**config.mk**
```make
export PLATFORM = sky130hd
export DESIGN_NAME = k_mc_control
export DESIGN_NICKNAME = d
export VERILOG_FILES = /design/src/rtl/k_mips_pkg.sv /design/src/rtl/k_alu_decoder.sv /design/src/rtl/k_mc_control.sv
export SDC_FILE = /design/constraint.sdc
export NUM_CORES = 1
export LEC_CHECK = 0
export BUFFER_PORTS_ARGS = -buffer_cell sky130_fd_sc_hd__clkbuf_2
export CORE_MARGIN = 5
export CORE_UTILIZATION = 41
export CTS_BUF_LIST = sky130_fd_sc_hd__clkbuf_16
export DETAILED_ROUTE_END_ITERATION = 8
export GPL_TIMING_DRIVEN = 0
export PLACE_DENSITY = 0.78
export SYNTH_ARGS = -nofsm -noshare
export SYNTH_HDL_FRONTEND = slang
export SYNTH_HIERARCHICAL = 1
export SYNTH_SLANG_ARGS = --single-unit
```
**constraint.sdc**
```tcl
create_clock -name K_clk -period 4.4 [get_ports K_clk]
set_input_delay 0.22 -clock K_clk [delete_from_list [all_inputs] [get_ports K_clk]]
set_output_delay 0.22 -clock K_clk [all_outputs]
set_load 0.01 [all_outputs]
```
**src/rtl/k_mips_pkg.sv**
```systemverilog
// k_mips_pkg: shared MIPS encodings (ALU ops, opcodes, functs, mux selects, control states).
package k_mips_pkg;
  localparam logic [3:0] ALU_AND = 4'b0000, ALU_OR = 4'b0001, ALU_ADD = 4'b0010,
                         ALU_SUB = 4'b0110, ALU_SLT = 4'b0111, ALU_SLL = 4'b1000;
  localparam logic [5:0] OP_RTYPE = 6'h00, OP_J = 6'h02, OP_BEQ = 6'h04,
                         OP_ADDI = 6'h08, OP_LW = 6'h23, OP_SW = 6'h2B;
  localparam logic [5:0] FN_SLL = 6'h00, FN_ADD = 6'h20, FN_SUB = 6'h22,
                         FN_AND = 6'h24, FN_OR = 6'h25, FN_SLT = 6'h2A;
  localparam logic [1:0] SRCB_B = 2'b00, SRCB_FOUR = 2'b01, SRCB_IMM = 2'b10, SRCB_IMM_SH2 = 2'b11;
  localparam logic [1:0] PCSRC_ALU = 2'b00, PCSRC_ALUOUT = 2'b01, PCSRC_JUMP = 2'b10;
  typedef enum logic [3:0] {
    S_FETCH, S_DECODE, S_MEM_ADDR, S_MEM_RD, S_MEM_WB, S_MEM_WR,
    S_R_EXEC, S_R_WB, S_ADDI_EXEC, S_ADDI_WB, S_BRANCH, S_JUMP
  } state_t;
  typedef enum logic [1:0] {AC_ADD, AC_SUB, AC_FUNCT} alu_class_t;
endpackage

```
**src/rtl/k_alu_decoder.sv**
```systemverilog
// k_alu_decoder: maps (state class, funct) to ALU operation, shift-amount select and funct validity.
module k_alu_decoder
  import k_mips_pkg::*;
(
  input  alu_class_t  alu_class,
  input  logic [5:0]  funct,
  output logic [3:0]  alu_control,
  output logic        shamt_sel,
  output logic        funct_valid
);
  logic [3:0] funct_op;
  always_comb begin
    funct_valid = 1'b1;
    funct_op = ALU_ADD;
    case (funct)
      FN_ADD: funct_op = ALU_ADD;
      FN_SUB: funct_op = ALU_SUB;
      FN_AND: funct_op = ALU_AND;
      FN_OR:  funct_op = ALU_OR;
      FN_SLT: funct_op = ALU_SLT;
      FN_SLL: funct_op = ALU_SLL;
      default: funct_valid = 1'b0;
    endcase
  end
  assign alu_control = alu_class == AC_FUNCT ? funct_op : alu_class == AC_SUB ? ALU_SUB : ALU_ADD;
  assign shamt_sel = alu_class == AC_FUNCT && funct == FN_SLL;
endmodule

```
**src/rtl/k_mc_control.sv**
```systemverilog
// k_mc_control: multicycle MIPS control FSM sequencing datapath muxes, strobes and ALU operation.
module k_mc_control
  import k_mips_pkg::*;
#(
  parameter bit K_ADDR_CHECK = 1'b1
) (
  input  logic       K_clk,
  input  logic       K_rst_n,
  input  logic [5:0] K_opcode,
  input  logic [5:0] K_funct,
  input  logic       K_zero,
  input  logic       K_mem_ready,
  output logic [3:0] K_ALU_control,
  output logic       K_alu_src_a,
  output logic [1:0] K_alu_src_b,
  output logic       K_shamt_sel,
  output logic       K_iord,
  output logic       K_mem_read,
  output logic       K_mem_write,
  output logic       K_ir_write,
  output logic       K_pc_en,
  output logic [1:0] K_pc_source,
  output logic       K_reg_write,
  output logic       K_reg_dst,
  output logic       K_mem_to_reg,
  output logic       K_retire,
  output logic       K_illegal
);
  state_t     state;
  alu_class_t alu_class;
  logic       funct_valid, is_mem, op_valid, bad;
  assign is_mem = K_opcode == OP_LW || K_opcode == OP_SW;
  assign op_valid = is_mem || K_opcode inside {OP_RTYPE, OP_ADDI, OP_BEQ, OP_J};
  // Unknown opcodes and unknown R-type functs both fall back to FETCH as a NOP.
  assign bad = !op_valid || (K_opcode == OP_RTYPE && !funct_valid);
  assign alu_class = state == S_R_EXEC ? AC_FUNCT : state == S_BRANCH ? AC_SUB : AC_ADD;
  k_alu_decoder u_alu_decoder (
    .alu_class   (alu_class),
    .funct       (K_funct),
    .alu_control (K_ALU_control),
    .shamt_sel   (K_shamt_sel),
    .funct_valid (funct_valid)
  );
  always_ff @(posedge K_clk)
    if (!K_rst_n) state <= S_FETCH;
    else
      case (state)
        S_FETCH:     if (K_mem_ready) state <= S_DECODE;
        S_DECODE:    state <= bad ? S_FETCH : is_mem ? S_MEM_ADDR : K_opcode == OP_RTYPE ? S_R_EXEC :
                              K_opcode == OP_ADDI ? S_ADDI_EXEC : K_opcode == OP_BEQ ? S_BRANCH : S_JUMP;
        S_MEM_ADDR:  state <= K_opcode == OP_LW ? S_MEM_RD : S_MEM_WR;
        S_MEM_RD:    if (K_mem_ready) state <= S_MEM_WB;
        S_MEM_WR:    if (K_mem_ready) state <= S_FETCH;
        S_R_EXEC:    state <= S_R_WB;
        S_ADDI_EXEC: state <= S_ADDI_WB;
        default:     state <= S_FETCH;
      endcase
  assign K_alu_src_a = state inside {S_MEM_ADDR, S_R_EXEC, S_ADDI_EXEC, S_BRANCH};
  assign K_alu_src_b = state == S_FETCH ? SRCB_FOUR : state == S_DECODE ? SRCB_IMM_SH2 :
                       state inside {S_MEM_ADDR, S_ADDI_EXEC} ? SRCB_IMM : SRCB_B;
  assign K_iord = state inside {S_MEM_RD, S_MEM_WR};
  assign K_mem_read = state inside {S_FETCH, S_MEM_RD};
  assign K_mem_write = state == S_MEM_WR;
  assign K_ir_write = state == S_FETCH && K_mem_ready;
  assign K_pc_en = (state == S_FETCH && K_mem_ready) || state == S_JUMP || (state == S_BRANCH && K_zero);
  assign K_pc_source = state == S_BRANCH ? PCSRC_ALUOUT : state == S_JUMP ? PCSRC_JUMP : PCSRC_ALU;
  assign K_reg_write = state inside {S_MEM_WB, S_R_WB, S_ADDI_WB};
  assign K_reg_dst = state == S_R_WB;
  assign K_mem_to_reg = state == S_MEM_WB;
  assign K_retire = state inside {S_MEM_WB, S_R_WB, S_ADDI_WB, S_BRANCH, S_JUMP} ||
                    (state == S_MEM_WR && K_mem_ready);
  assign K_illegal = K_ADDR_CHECK && state == S_DECODE && bad;
endmodule

```
==> results.yml <==
clock_tree:
  worst_skew_pair.late_latency_ps: 220
  clk_pin_slew_ps: 30
  cts.htree.levels: 1
  clk_root_buffer_cell: "clkbuf_16"
  clock-sinks: 4
  postCtsResizedCells: 0
  cts_buffer_depth: 2
  post-cts-setup-buffers: 0
  cts_tree: "yes"
  hold_bufs_inserted_after_cts: 0
  cts_inserted_buffers: 3
final_layout:
  finish.utilization_pct: 57.9
  postLayoutCellArea_um2: 977
  stdcell_count: 163
  layout-drive-gt1-share_pct: 31.5
  largest_reg_flops: 4
  n_fill_cell: 169
  num_antenna_cells: 0
  area_growth_syn_to_layout_pct: 38.5
  largest-register: "state"
  top_regs: "state: 4 flops"
  finalNetCount: 164
critical_path:
  worst_setup_path_startpoint: "state[2]$_SDFFE_PN0P_"
  critical_path.reg2reg.startpoint: "state[2]$_SDFFE_PN0P_"
  critical_path.startpoint_type: "register"
  cp.arrival_ps: 2400
  path_class: "register to primary output"
  cp.required_ps: 4180
  critical_path.max_fanout: 10
  endpoint_kind: "primary output"
yosys:
  syn-mean-instance-area_um2: 6.53
  netlist_area_um2: 706
  synthFlopType: "dfxtp_1"
  synth.lib_cells_used.distinct: 43
  async_reset_ff_share_pct: 0
  synth.area.top_cells: "dfxtp_1, nor2_1, nand2_1"
  yosys.cell_count.top_type: "nor2_1"
  synth.ff_latch_count: 4
  synth_edf_count: 0
  yosys_warnings: 6
  synth_top_cell_by_area: "dfxtp_1"
  ys_seq_area_share_pct: 11.3
  net_count_after_synthesis: 124
  post-synth-top-area-fraction_pct: 11.3
  synth.top_cells.by_count: "nor2_1, nand2_1, inv_1, o21ai_0"
  synthesized_instance_count: 108
global_route:
  global_route.usage.total_pct: 16.3
  vias_in_the_first_global_route: 817
  grt_first_pass_wirelength_um: 3420
  grt_start_max_net_pins: 11
  overflow: 0
  antenna_found_initial: 0
outcome:
  status: "finished clean"
floorplanning:
  ios: 36
  die-width_um: 51.5
  initial_utilization_pct: 41.8
  fp.dieArea_um2: 2650
  rows: 15
  floorplan.core_area_um2: 1690
  floorplan_die_height_um: 51.5
power_and_ir_drop:
  max-vdd-ir-drop_mv: 0.260
  power-per-cell-area_nw_per_um2: 233
  total_leakage_power_nw: 0.432
worst_hold_path:
  holdCritStartpoint: "K_rst_n"
  hold_path.class: "input port to register"
detailed_routing:
  detailedRoute.firstPassIterationCount: 4
  routed_wire_length_per_instance_um: 13.4
  detail_route.vias_per_cell: 6.01
  routed_wirelength_um: 2190
  drcViolationCount: 0
  wl_met1_um: 998
  highest_metal_used: "met4"
  sum_of_met2_wire_segment_lengths_after_detailed_routing_um: 1030
  first_iter_violations: 23
  met3_wirelength_um: 153
  total_vias_in_the_final_route: 980
  drtAntennaViolNets: 0
timing:
  setup_violations_final: 0
  final_hold_viol_count: 0
  finalMaxSlewViolations: 0
  relative_slew_slack_pct: 64.2
  min_period_over_period_pct: 59.6
  worst_pin_slew_ps: 532
  tns_ps: 0
  setup_repair_after_global_routing_missed_its_margin: "no"
  hold-worst-slack_ps: 325
  max_freq_mhz: 382
  min_period_ps: 2620
  final.setup_skew_ps: 3.69
place:
  post-place-cells: 160
  place_area_um2: 902
  finalWeightedCongestion: 0.866
  dpl.hpwl_um: 1710
  io_buffers: 35
flow_run:
  drv.max_cap_violation_count: 0
==> final timing paths <==
path | endpoint | slack, ps | cells past startpoint
worst min register to register | state[1]$_SDFFE_PN0P_ | 590 | 3
worst max-delay path | K_ALU_control[1] | 1780 | 7
worst min-delay path | state[0]$_SDFFE_PN0P_ | 330 | 2
worst max register to register | state[2]$_SDFFE_PN0P_ | 2820 | 5
==> cells by family (layout without fill, tap and decap cells) <==
| group | after synthesis | in the layout | synth area share (%) |
|---|---|---|---|
| xor+xnor | 2 | 2 | 2.48 |
| buf+inv | 11 | 49 | 6.21 |
| simple gates | 59 | 59 | 47.2 |
| flops | 4 | 4 | 11.3 |
| compound gates | 32 | 32 | 32.8 |
==> critical path, stage by stage, from the launching register on <==
cell and delay, ps:
dfxtp_1 300, clkbuf_1 260, clkbuf_1 400, nand2_1 150
nor2_1 210, or4b_4 500, a211o_1 230, clkbuf_2 130
==> area by class of cell <==
type	instances	area, um2	area share [%]
Tap cell	17	21.3	2.18
Multi-Input combinational cell	93	582	59.5
Timing Repair Buffer	35	175	17.9
Sequential cell	4	80.1	8.19
Inverter	6	22.5	2.30
Buffer	5	21.3	2.18
Clock buffer	3	75.1	7.68
==> metal layers <==
metal  global-route usage (%)  vias up
li1                         -      486
met1                     20.4      447
met2                     26.9       43
met3                     4.66        4
met4                     4.37        0
met5                        0        -
==> cell usage in the layout (no fill, tap or decap), drive strengths merged, types with 2 or more instances in the layout <==
master,count
nand3,4
a22o,2
o21ai,6
o22ai,2
nor2,14
nor4,3
dfxtp,4
nor2b,5
nor3,5
xnor2,2
nand2,13
a32oi,2
a32o,2
buf,2
a21oi,4
or3,2
inv,6
a22oi,2
nor4bb,2
and3,2
nor3b,2
clkbuf,41
==> stage by stage <==
step	worst slack, ps	total power [mW]
3_3_place_gp	2080	0.0865
3_5_place_dp	2030	0.0883
4_1_cts	1790	0.229
5_1_grt	1630	0.238
2_1_floorplan	2330	0.0661
6_report	1780	0.228
==> report_power, final <==
part           internal, mW  switching, mW  total [mW]
combinational        0.0204         0.0296      0.0501
clock                 0.116         0.0230       0.139
sequential           0.0375        0.00135      0.0389
No activity file was read; power rests on OpenSTA's default activity.
